### config.mk
export PLATFORM = sky130hd
export DESIGN_NAME = fifo_axis_reader
export DESIGN_NICKNAME = d
export VERILOG_FILES = /design/src/rtl/fifo_axis_reader.sv
export SDC_FILE = /design/constraint.sdc
export NUM_CORES = 1
export LEC_CHECK = 0
export CORE_ASPECT_RATIO = 0.6
export CORE_MARGIN = 8
export CORE_UTILIZATION = 39
export CTS_BUF_LIST = sky130_fd_sc_hd__clkbuf_8
export DETAILED_ROUTE_END_ITERATION = 8
export HOLD_SLACK_MARGIN = 0.05
export SLEW_MARGIN = 20
export SYNTH_ARGS = -nofsm -noshare
export SYNTH_HDL_FRONTEND = slang
export SYNTH_SLANG_ARGS = --single-unit
### constraint.sdc
create_clock -name clk_i -period 6 [get_ports clk_i]
set_clock_uncertainty 0.15 [all_clocks]
set_input_delay 1.2 -clock clk_i [delete_from_list [all_inputs] [get_ports clk_i]]
set_output_delay 1.2 -clock clk_i [all_outputs]
set_load 0.02 [all_outputs]
### src/rtl/fifo_axis_reader.sv
// Drain side of the UDP filter packet buffer: pops FWFT FIFO words {tlast, tkeep, tdata}
// and presents them on an AXI-Stream master through a 2-entry register skid. In packet
// mode a packet is only released once its commit has been counted.
module fifo_axis_reader #(
  parameter int unsigned DATA_WIDTH  = 32,
  parameter int unsigned KEEP_WIDTH  = DATA_WIDTH / 8,
  parameter int unsigned CNT_WIDTH   = 8,
  parameter int unsigned PACKET_MODE = 1
) (
  input  logic                             clk_i,
  input  logic                             a_rst_i,
  input  logic [DATA_WIDTH+KEEP_WIDTH:0]   fifo_data_i,
  input  logic                             fifo_empty_i,
  output logic                             fifo_rd_en_o,
  input  logic                             pkt_commit_i,
  input  logic                             flush_i,
  output logic [DATA_WIDTH-1:0]            m_axis_tdata_o,
  output logic [KEEP_WIDTH-1:0]            m_axis_tkeep_o,
  output logic                             m_axis_tlast_o,
  output logic                             m_axis_tvalid_o,
  input  logic                             m_axis_tready_i,
  output logic [CNT_WIDTH-1:0]             pkt_cnt_o,
  output logic                             busy_o,
  output logic                             credit_ovf_o
);

  localparam int unsigned WordWidth = DATA_WIDTH + KEEP_WIDTH + 1;

  typedef enum logic [1:0] {StIdle, StStream, StFlush} state_e;

  state_e               state_q;
  logic [WordWidth-1:0] buf0_q;
  logic [WordWidth-1:0] buf1_q;
  logic [1:0]           buf_cnt_q;
  logic [CNT_WIDTH-1:0] pkt_cnt_q;
  logic [CNT_WIDTH-1:0] pkt_cnt_d;
  logic                 ovf_q;
  logic                 ovf_d;

  logic pop;
  logic push;
  logic fire;
  logic word_last;
  logic last_pop;
  logic credit_ok;

  assign word_last = fifo_data_i[WordWidth-1];
  assign credit_ok = (PACKET_MODE == 0) || (pkt_cnt_q != '0);
  assign fire      = (buf_cnt_q != 2'd0) && m_axis_tready_i;
  // Only STREAM feeds the skid; FLUSH pops are dropped on the floor.
  assign push      = pop && (state_q == StStream);
  assign last_pop  = pop && word_last;

  // Pop decision depends only on registered state and FIFO status, never on tready.
  always_comb begin
    pop = 1'b0;
    unique case (state_q)
      StStream: pop = !fifo_empty_i && (buf_cnt_q < 2'd2);
      StFlush:  pop = !fifo_empty_i;
      default:  pop = 1'b0;
    endcase
  end

  // Credit counter next state: saturates at all-ones, never wraps below zero.
  always_comb begin
    pkt_cnt_d = pkt_cnt_q;
    ovf_d     = ovf_q;
    if (pkt_commit_i && !last_pop) begin
      if (pkt_cnt_q == {CNT_WIDTH{1'b1}}) begin
        ovf_d = 1'b1;
      end else begin
        pkt_cnt_d = pkt_cnt_q + 1'b1;
      end
    end else if (last_pop && !pkt_commit_i && (pkt_cnt_q != '0)) begin
      pkt_cnt_d = pkt_cnt_q - 1'b1;
    end
  end

  // Credit counter and sticky overflow registers.
  always_ff @(posedge clk_i or posedge a_rst_i) begin
    if (a_rst_i) begin
      pkt_cnt_q <= '0;
      ovf_q     <= 1'b0;
    end else begin
      pkt_cnt_q <= pkt_cnt_d;
      ovf_q     <= ovf_d;
    end
  end

  // Read FSM: flush wins over stream in IDLE; a started packet always runs to its tlast.
  always_ff @(posedge clk_i or posedge a_rst_i) begin
    if (a_rst_i) begin
      state_q <= StIdle;
    end else begin
      unique case (state_q)
        StIdle: begin
          if (flush_i && credit_ok && (buf_cnt_q == 2'd0)) begin
            state_q <= StFlush;
          end else if (!fifo_empty_i && credit_ok) begin
            state_q <= StStream;
          end
        end
        StStream: begin
          if (last_pop && (PACKET_MODE != 0) && (pkt_cnt_d == '0)) begin
            state_q <= StIdle;
          end
        end
        StFlush: begin
          if (last_pop) begin
            state_q <= StIdle;
          end
        end
        default: state_q <= StIdle;
      endcase
    end
  end

  // Two-entry skid; buf0 is always the oldest entry and drives the stream outputs.
  always_ff @(posedge clk_i or posedge a_rst_i) begin
    if (a_rst_i) begin
      buf0_q    <= '0;
      buf1_q    <= '0;
      buf_cnt_q <= 2'd0;
    end else begin
      if (buf_cnt_q == 2'd0) begin
        if (push) begin
          buf0_q    <= fifo_data_i;
          buf_cnt_q <= 2'd1;
        end
      end else if (buf_cnt_q == 2'd1) begin
        if (fire && push) begin
          buf0_q <= fifo_data_i;
        end else if (fire) begin
          buf_cnt_q <= 2'd0;
        end else if (push) begin
          buf1_q    <= fifo_data_i;
          buf_cnt_q <= 2'd2;
        end
      end else begin
        // Full: no push is possible, only drain.
        if (fire) begin
          buf0_q    <= buf1_q;
          buf_cnt_q <= 2'd1;
        end
      end
    end
  end

  assign fifo_rd_en_o    = pop;
  assign m_axis_tdata_o  = buf0_q[DATA_WIDTH-1:0];
  assign m_axis_tkeep_o  = buf0_q[DATA_WIDTH +: KEEP_WIDTH];
  assign m_axis_tlast_o  = buf0_q[WordWidth-1];
  assign m_axis_tvalid_o = (buf_cnt_q != 2'd0);
  assign pkt_cnt_o       = pkt_cnt_q;
  assign busy_o          = (state_q != StIdle) || (buf_cnt_q != 2'd0);
  assign credit_ovf_o    = ovf_q;

endmodule

==> metrics.txt, run 1 <==
result of the run=completed; Die Area=14400 sq um; adder-cell share of the synthesized area=1.79%; Req. time, crit path=4.65 ns; post-route total power=2310 uW; most common flop cell mapped by yosys=dfrtp_1; global-route wire length before repair=17.2 mm; TritonCTS Sinks=87; f_max=254 MHz; Worst setup EP type=output port; XOR/XNOR Fraction of Synth Area=1.05%; Overall Global Routing Usage=15.2%; Hold Crit Depth=2; HP Class=register to register; Synth Cell Area=4180 sq um; placed insts=587; simple-gate share of the synthesized area=12.2%; Routed WL=10.3 mm; minimum clock period=3.94 ns; die height=96.2 um; clk root buf=clkbuf_8; mux share of post-synthesis cell area=19.0%; remaining global-route overflow=0; largest family of logic cells by synthesized area=multiplexers; commonest cells after routing, fill and taps aside=clkdlybuf4s50_1, dfrtp_1, nand2_1; reg-to-reg critical path endpoint=state_q[1]; FFs w/ async S/R, synth=100%; Worst VDD drop=0.000225 V; Mapped Cells=373; CTS tree=done; chip width=150 um; EDFF count, synth=0; Area growth syn-to-layout=29.4%; Initial Utilization=39.8%; # rows=29; Reg2Reg Setup Slack=2.85 ns; headroom to the max-slew limit=50.9%; cts hold-fix bufs=0; fin util=51.5%; Setup WS post-layout=2.06 ns; Synth Area in Compound Gates=10.4%; final slew viol count=0; post-CTS setup buffers=0; post_cts resized=0; non-filler instance count after layout=602; Post-Place Worst Slack=1.99 ns; ANT nets after route=0; worst setup path startpoint=fifo_empty_i; Avg Cell Area, Syn=11.2 sq um; R2R cell count=9; Final period util=65.7%; final hold viol count=0; largest net degree at the start of global routing=61; Clock Path Buffers=2; RSZ-0062 raised after global routing=no; yosys warns=0; Reg clk slew, reported paths=0.08 ns; static leakage=0.00236 uW; TNS Setup=0 ns; initial antenna violation count=1; PD cells=427 nW/um^2; Worst R2R Start=pkt_cnt_o[0]; final setup fails=0; worst skew pair latency=0.35 ns; io pins=92; First-pass DRT Iterations=4; count of cell types in the netlist=50; Worst Setup Start Kind=input pin; critical path type=input pin to output port; I/O Buffers=91; vias in the first global route=3237; commonest non-fill, non-tap cell in the layout=clkdlybuf4s50_1; core box area=10500 sq um; Data arrival, critical path=2.59 ns; fin nets=508; vias=3051; Initial DRC Count=188; H-tree lvl count=3; hpwl dp=7.27 mm; DRC=0; syn nets=422; sequential area share after synthesis=52.0%; worst slew pin tran=0.736 ns; gp weighted congestion=0.850; Avg WL per Cell=17.2 um; antenna diode instance count=0; CP endpoint=fifo_rd_en_o; CP max FO=4; share of layout cells above drive strength 1=14.7%; max-capacitance violation count=0; routed vias/inst=5.07; CTS buffer count=9; #FFs+latches synth=87
registers in the layout, summed over array words and instances, names as in the netlist:
| name | flops |
|---|---|
| buf0_q | 37 |
| buf_cnt_q | 2 |
| state_q | 2 |
| buf1_q | 37 |
| credit_ovf_o | 1 |
| pkt_cnt_o | 8 |
metrics by stage:
step | hold slack, ns | cell area (sq um)
detailed placement | 0.319 | 5230
global route | 0.369 | 5410
CTS | 0.338 | 5410
floorplan | 0.329 | 4180
finish | 0.332 | 5410
global placement | 0.311 | 5230
cell type report:
cell class / instances / area, sq um
repair buffers: 95 / 941
fillers: 916 / 5110
inverters: 15 / 57.6
clock buffers: 10 / 138
clock inverters: 5 / 51.3
well taps: 139 / 174
multi-input cells: 251 / 1870
flip-flops and latches: 87 / 2180
per-layer routing:
metal  vias up  track usage [%]  routed length (um)
li1       1493                -                   -
met3         4             5.45                 967
met2        93             21.4                4190
met5         -                0                  13
met1      1459             21.5                5130
met4         2             4.47                  38
worst min-delay path by stage:
| stage | start | to | slack, ns |
|---|---|---|---|
| 6_report | buf0_q[32] | buf0_q[32] | 0.33 |
| 5_1_grt | buf0_q[2] | buf0_q[2] | 0.37 |
| 4_1_cts | buf0_q[32] | buf0_q[32] | 0.34 |
| 3_5_place_dp | buf0_q[32] | buf0_q[32] | 0.32 |
| 3_3_place_gp | buf0_q[20] | buf0_q[20] | 0.31 |
| 2_1_floorplan | buf1_q[25] | buf1_q[25] | 0.33 |
cells in the mapped netlist, types with 2 or more instances:
cell type,number,share of area [%]
clkbuf_1,18,1.6
a2111oi_4,2,1.3
inv_1,14,1.3
a21oi_1,7,0.84
mux2_2,37,10
o211ai_1,2,0.36
and3_1,2,0.30
o21ai_1,2,0.24
o21ai_0,40,4.8
nand2_1,47,4.2
buf_6,2,0.54
nand4_1,7,1.0
nand3b_1,2,0.36
mux2i_1,38,9.1
nand3_1,2,0.24
nand2b_1,3,0.45
nor3_1,3,0.36
dfrtp_1,87,52
nor4_1,3,0.45
a21o_1,2,0.36
ha_1,6,1.8
nor2b_1,2,0.30
and4_1,4,0.84
and2_1,2,0.30
nor2_1,11,0.99
xnor2_1,4,0.84
cell families after synthesis:
group / Yosys count
multiplexers: 75
buffers and inverters: 35
XOR/XNOR: 5
AND/OR/NAND/NOR: 98
flip-flops: 87
adder cells (fa/ha/maj): 6
AO/OA/AOI/OAI: 67
critical path, cell delays in order:
cell             delay [ns]
clkdlybuf4s50_1        0.47
nand2b_1               0.18
a21oi_1                0.12
clkdlybuf4s50_1        0.62
where the power goes:
group / switching, uW / internal [uW]
registers: 156 / 780
logic: 522 / 451
clock network: 201 / 199
total: 879 / 1430
No activity file was read; power rests on OpenSTA's default activity.
==> run 2: changes to the inputs <==
--- a/config.mk
+++ b/config.mk
@@ -11,6 +11,7 @@
 export CTS_BUF_LIST = sky130_fd_sc_hd__clkbuf_8
 export DETAILED_ROUTE_END_ITERATION = 8
 export HOLD_SLACK_MARGIN = 0.05
+export PLACE_DENSITY = 0.67
 export SLEW_MARGIN = 20
 export SYNTH_ARGS = -nofsm -noshare
 export SYNTH_HDL_FRONTEND = slang
==> constraint.sdc (replaced) <==
create_clock -name clk_i -period 3.4 [get_ports clk_i]
set_clock_uncertainty 0.15 [all_clocks]
set_input_delay 0.68 -clock clk_i [delete_from_list [all_inputs] [get_ports clk_i]]
set_output_delay 0.68 -clock clk_i [all_outputs]
set_load 0.02 [all_outputs]
==> run 2 against run 1 <==
  * Largest cell class unchanged
  * Critical path type is now register to register
  * Highest routed layer is now met4
  * Largest power group unchanged
  * First-iteration DRC count decreased by 28%
  * Critical path depth increased by 5
  * Cell count increased by 1.3%
==> metrics.txt, run 2 (same netlist as run 1, synthesis figures left out) <==
Req. time, crit path=3.49 ns; result of the run=completed; Initial DRC Count=136; io pins=92; Reg clk slew, reported paths=0.10 ns; Routed WL=10.2 mm; commonest non-fill, non-tap cell in the layout=clkdlybuf4s50_1; hpwl dp=7.31 mm; max-capacitance violation count=0; fin nets=515; final non-filler cell area=5520 sq um; chip width=150 um; vias=3116; global-route wire length before repair=17.0 mm; antenna diode instance count=0; initial antenna violation count=0; fin util=52.4%; HP Class=register to register; slowest stage cell, crit path=dfrtp_1; routed vias/inst=5.11; static leakage=0.00241 uW; I/O Buffers=91; DRC=0; remaining global-route overflow=0; cts hold-fix bufs=0; core box area=10500 sq um; Final period util=90.7%; minimum clock period=3.08 ns; CTS buffer count=9; post-CTS setup buffers=0; worst slew pin tran=0.719 ns; headroom to the max-slew limit=52.1%; Initial Utilization=39.8%; TritonCTS Sinks=87; Data arrival, critical path=3.18 ns; CP Cell Sequence=inv_1 > ha_1 > nor3b_2 > a21oi_1 > and3_1 > or3_1 > a2111oi_4 > a41oi_1 > a211o_1; Area growth syn-to-layout=31.9%; TNS Setup=0 ns; final setup fails=0; gp weighted congestion=0.900; Overall Global Routing Usage=15.1%; CP max FO=6; f_max=324 MHz; PD cells=752 nW/um^2; # rows=29; area of placed instances=5320 sq um; H-tree lvl count=3; RSZ-0062 raised after global routing=no; ANT nets after route=0; largest net degree at the start of global routing=57; largest delay contributor family on the critical path=compound AO/OA/AOI/OAI gates; commonest cells after routing, fill and taps aside=clkdlybuf4s50_1, dfrtp_1, nand2_1; CTS tree=done; vias in the first global route=3091; final hold viol count=0; Avg WL per Cell=16.7 um; post_cts resized=0; critical path type=register to register; final slew viol count=0; Die Area=14400 sq um; Worst Setup Start Kind=register; First-pass DRT Iterations=4; share of layout cells above drive strength 1=16.6%; worst skew pair latency=0.36 ns; Clock Path Buffers=2; CP peak stage delay=0.45 ns; Worst VDD drop=0.000386 V; fillcell total=939; CP bufs+invs=1; die height=96.2 um; Worst setup EP type=register; clk root buf=clkbuf_8
-- run 2: cell types whose count changed in the layout (fill, tap and decap cells not counted), sizes merged --
| cell | before | now |
|---|---|---|
| clkinvlp | 0 | 2 |
| buf | 4 | 11 |
| inv | 16 | 17 |
| clkbuf | 10 | 9 |
| clkinv | 3 | 2 |
-- run 2: tightest hold or removal path, cell delays in order, from the launching register on --
cell and delay [ns]:
dfrtp_1 0.35, nand2_1 0.04, o21ai_0 0.06
-- run 2: per-layer routing --
metal / vias to the layer above / part of all wire (%) / GRT usage [%]
met2: 83 / 39 / 20.2
met3: 8 / 8.3 / 5.68
li1: 1504 / - / -
met1: 1521 / 51 / 22.2
met5: - / 0 / 0
met4: 0 / 0.91 / 3.72
-- run 2: area by class of cell --
class                           instances  area [sq um]  area share [%]
Clock buffer                            9           124            2.24
Tap cell                              139           174            3.15
Sequential cell                        87          2180            39.5
Multi-Input combinational cell        251          1870            34.0
Inverter                               15          57.6            1.04
Clock inverter                          7          78.8            1.43
Timing Repair Buffer                  102          1030            18.7
-- run 2: worst paths after layout --
check / depth (start not counted) / from / to / slack [ns]
min in group asynchronous: 2 / a_rst_i / buf0_q[22] / 0.49
worst min register to register: 2 / buf0_q[36] / buf0_q[36] / 0.33
worst min-delay path: 2 / buf0_q[36] / buf0_q[36] / 0.33
max in group asynchronous: 3 / a_rst_i / buf0_q[31] / 1.98
worst max register to register: 9 / pkt_cnt_o[1] / state_q[1] / 0.32
worst max-delay path: 9 / pkt_cnt_o[1] / state_q[1] / 0.32
-- run 2: where the power goes --
| part | leakage (uW) | internal [uW] | total, uW | switching, uW |
|---|---|---|---|---|
| logic | 0.00117 | 826 | 1780 | 956 |
| clock network | 0.0000982 | 349 | 748 | 400 |
| registers | 0.00114 | 1380 | 1620 | 243 |
-- run 2: metrics by stage --
step | hold WS (ns) | total power, uW | setup slack, ns | instances
after CTS | 0.343 | 4190 | 0.359 | 610
after global placement | 0.310 | 3390 | 0.143 | 594
after floorplan | 0.329 | 2600 | 0.320 | 373
final | 0.334 | 4150 | 0.317 | 610
after global routing | 0.362 | 4440 | 0.141 | 610
after detailed placement | 0.319 | 3430 | 0.0905 | 594
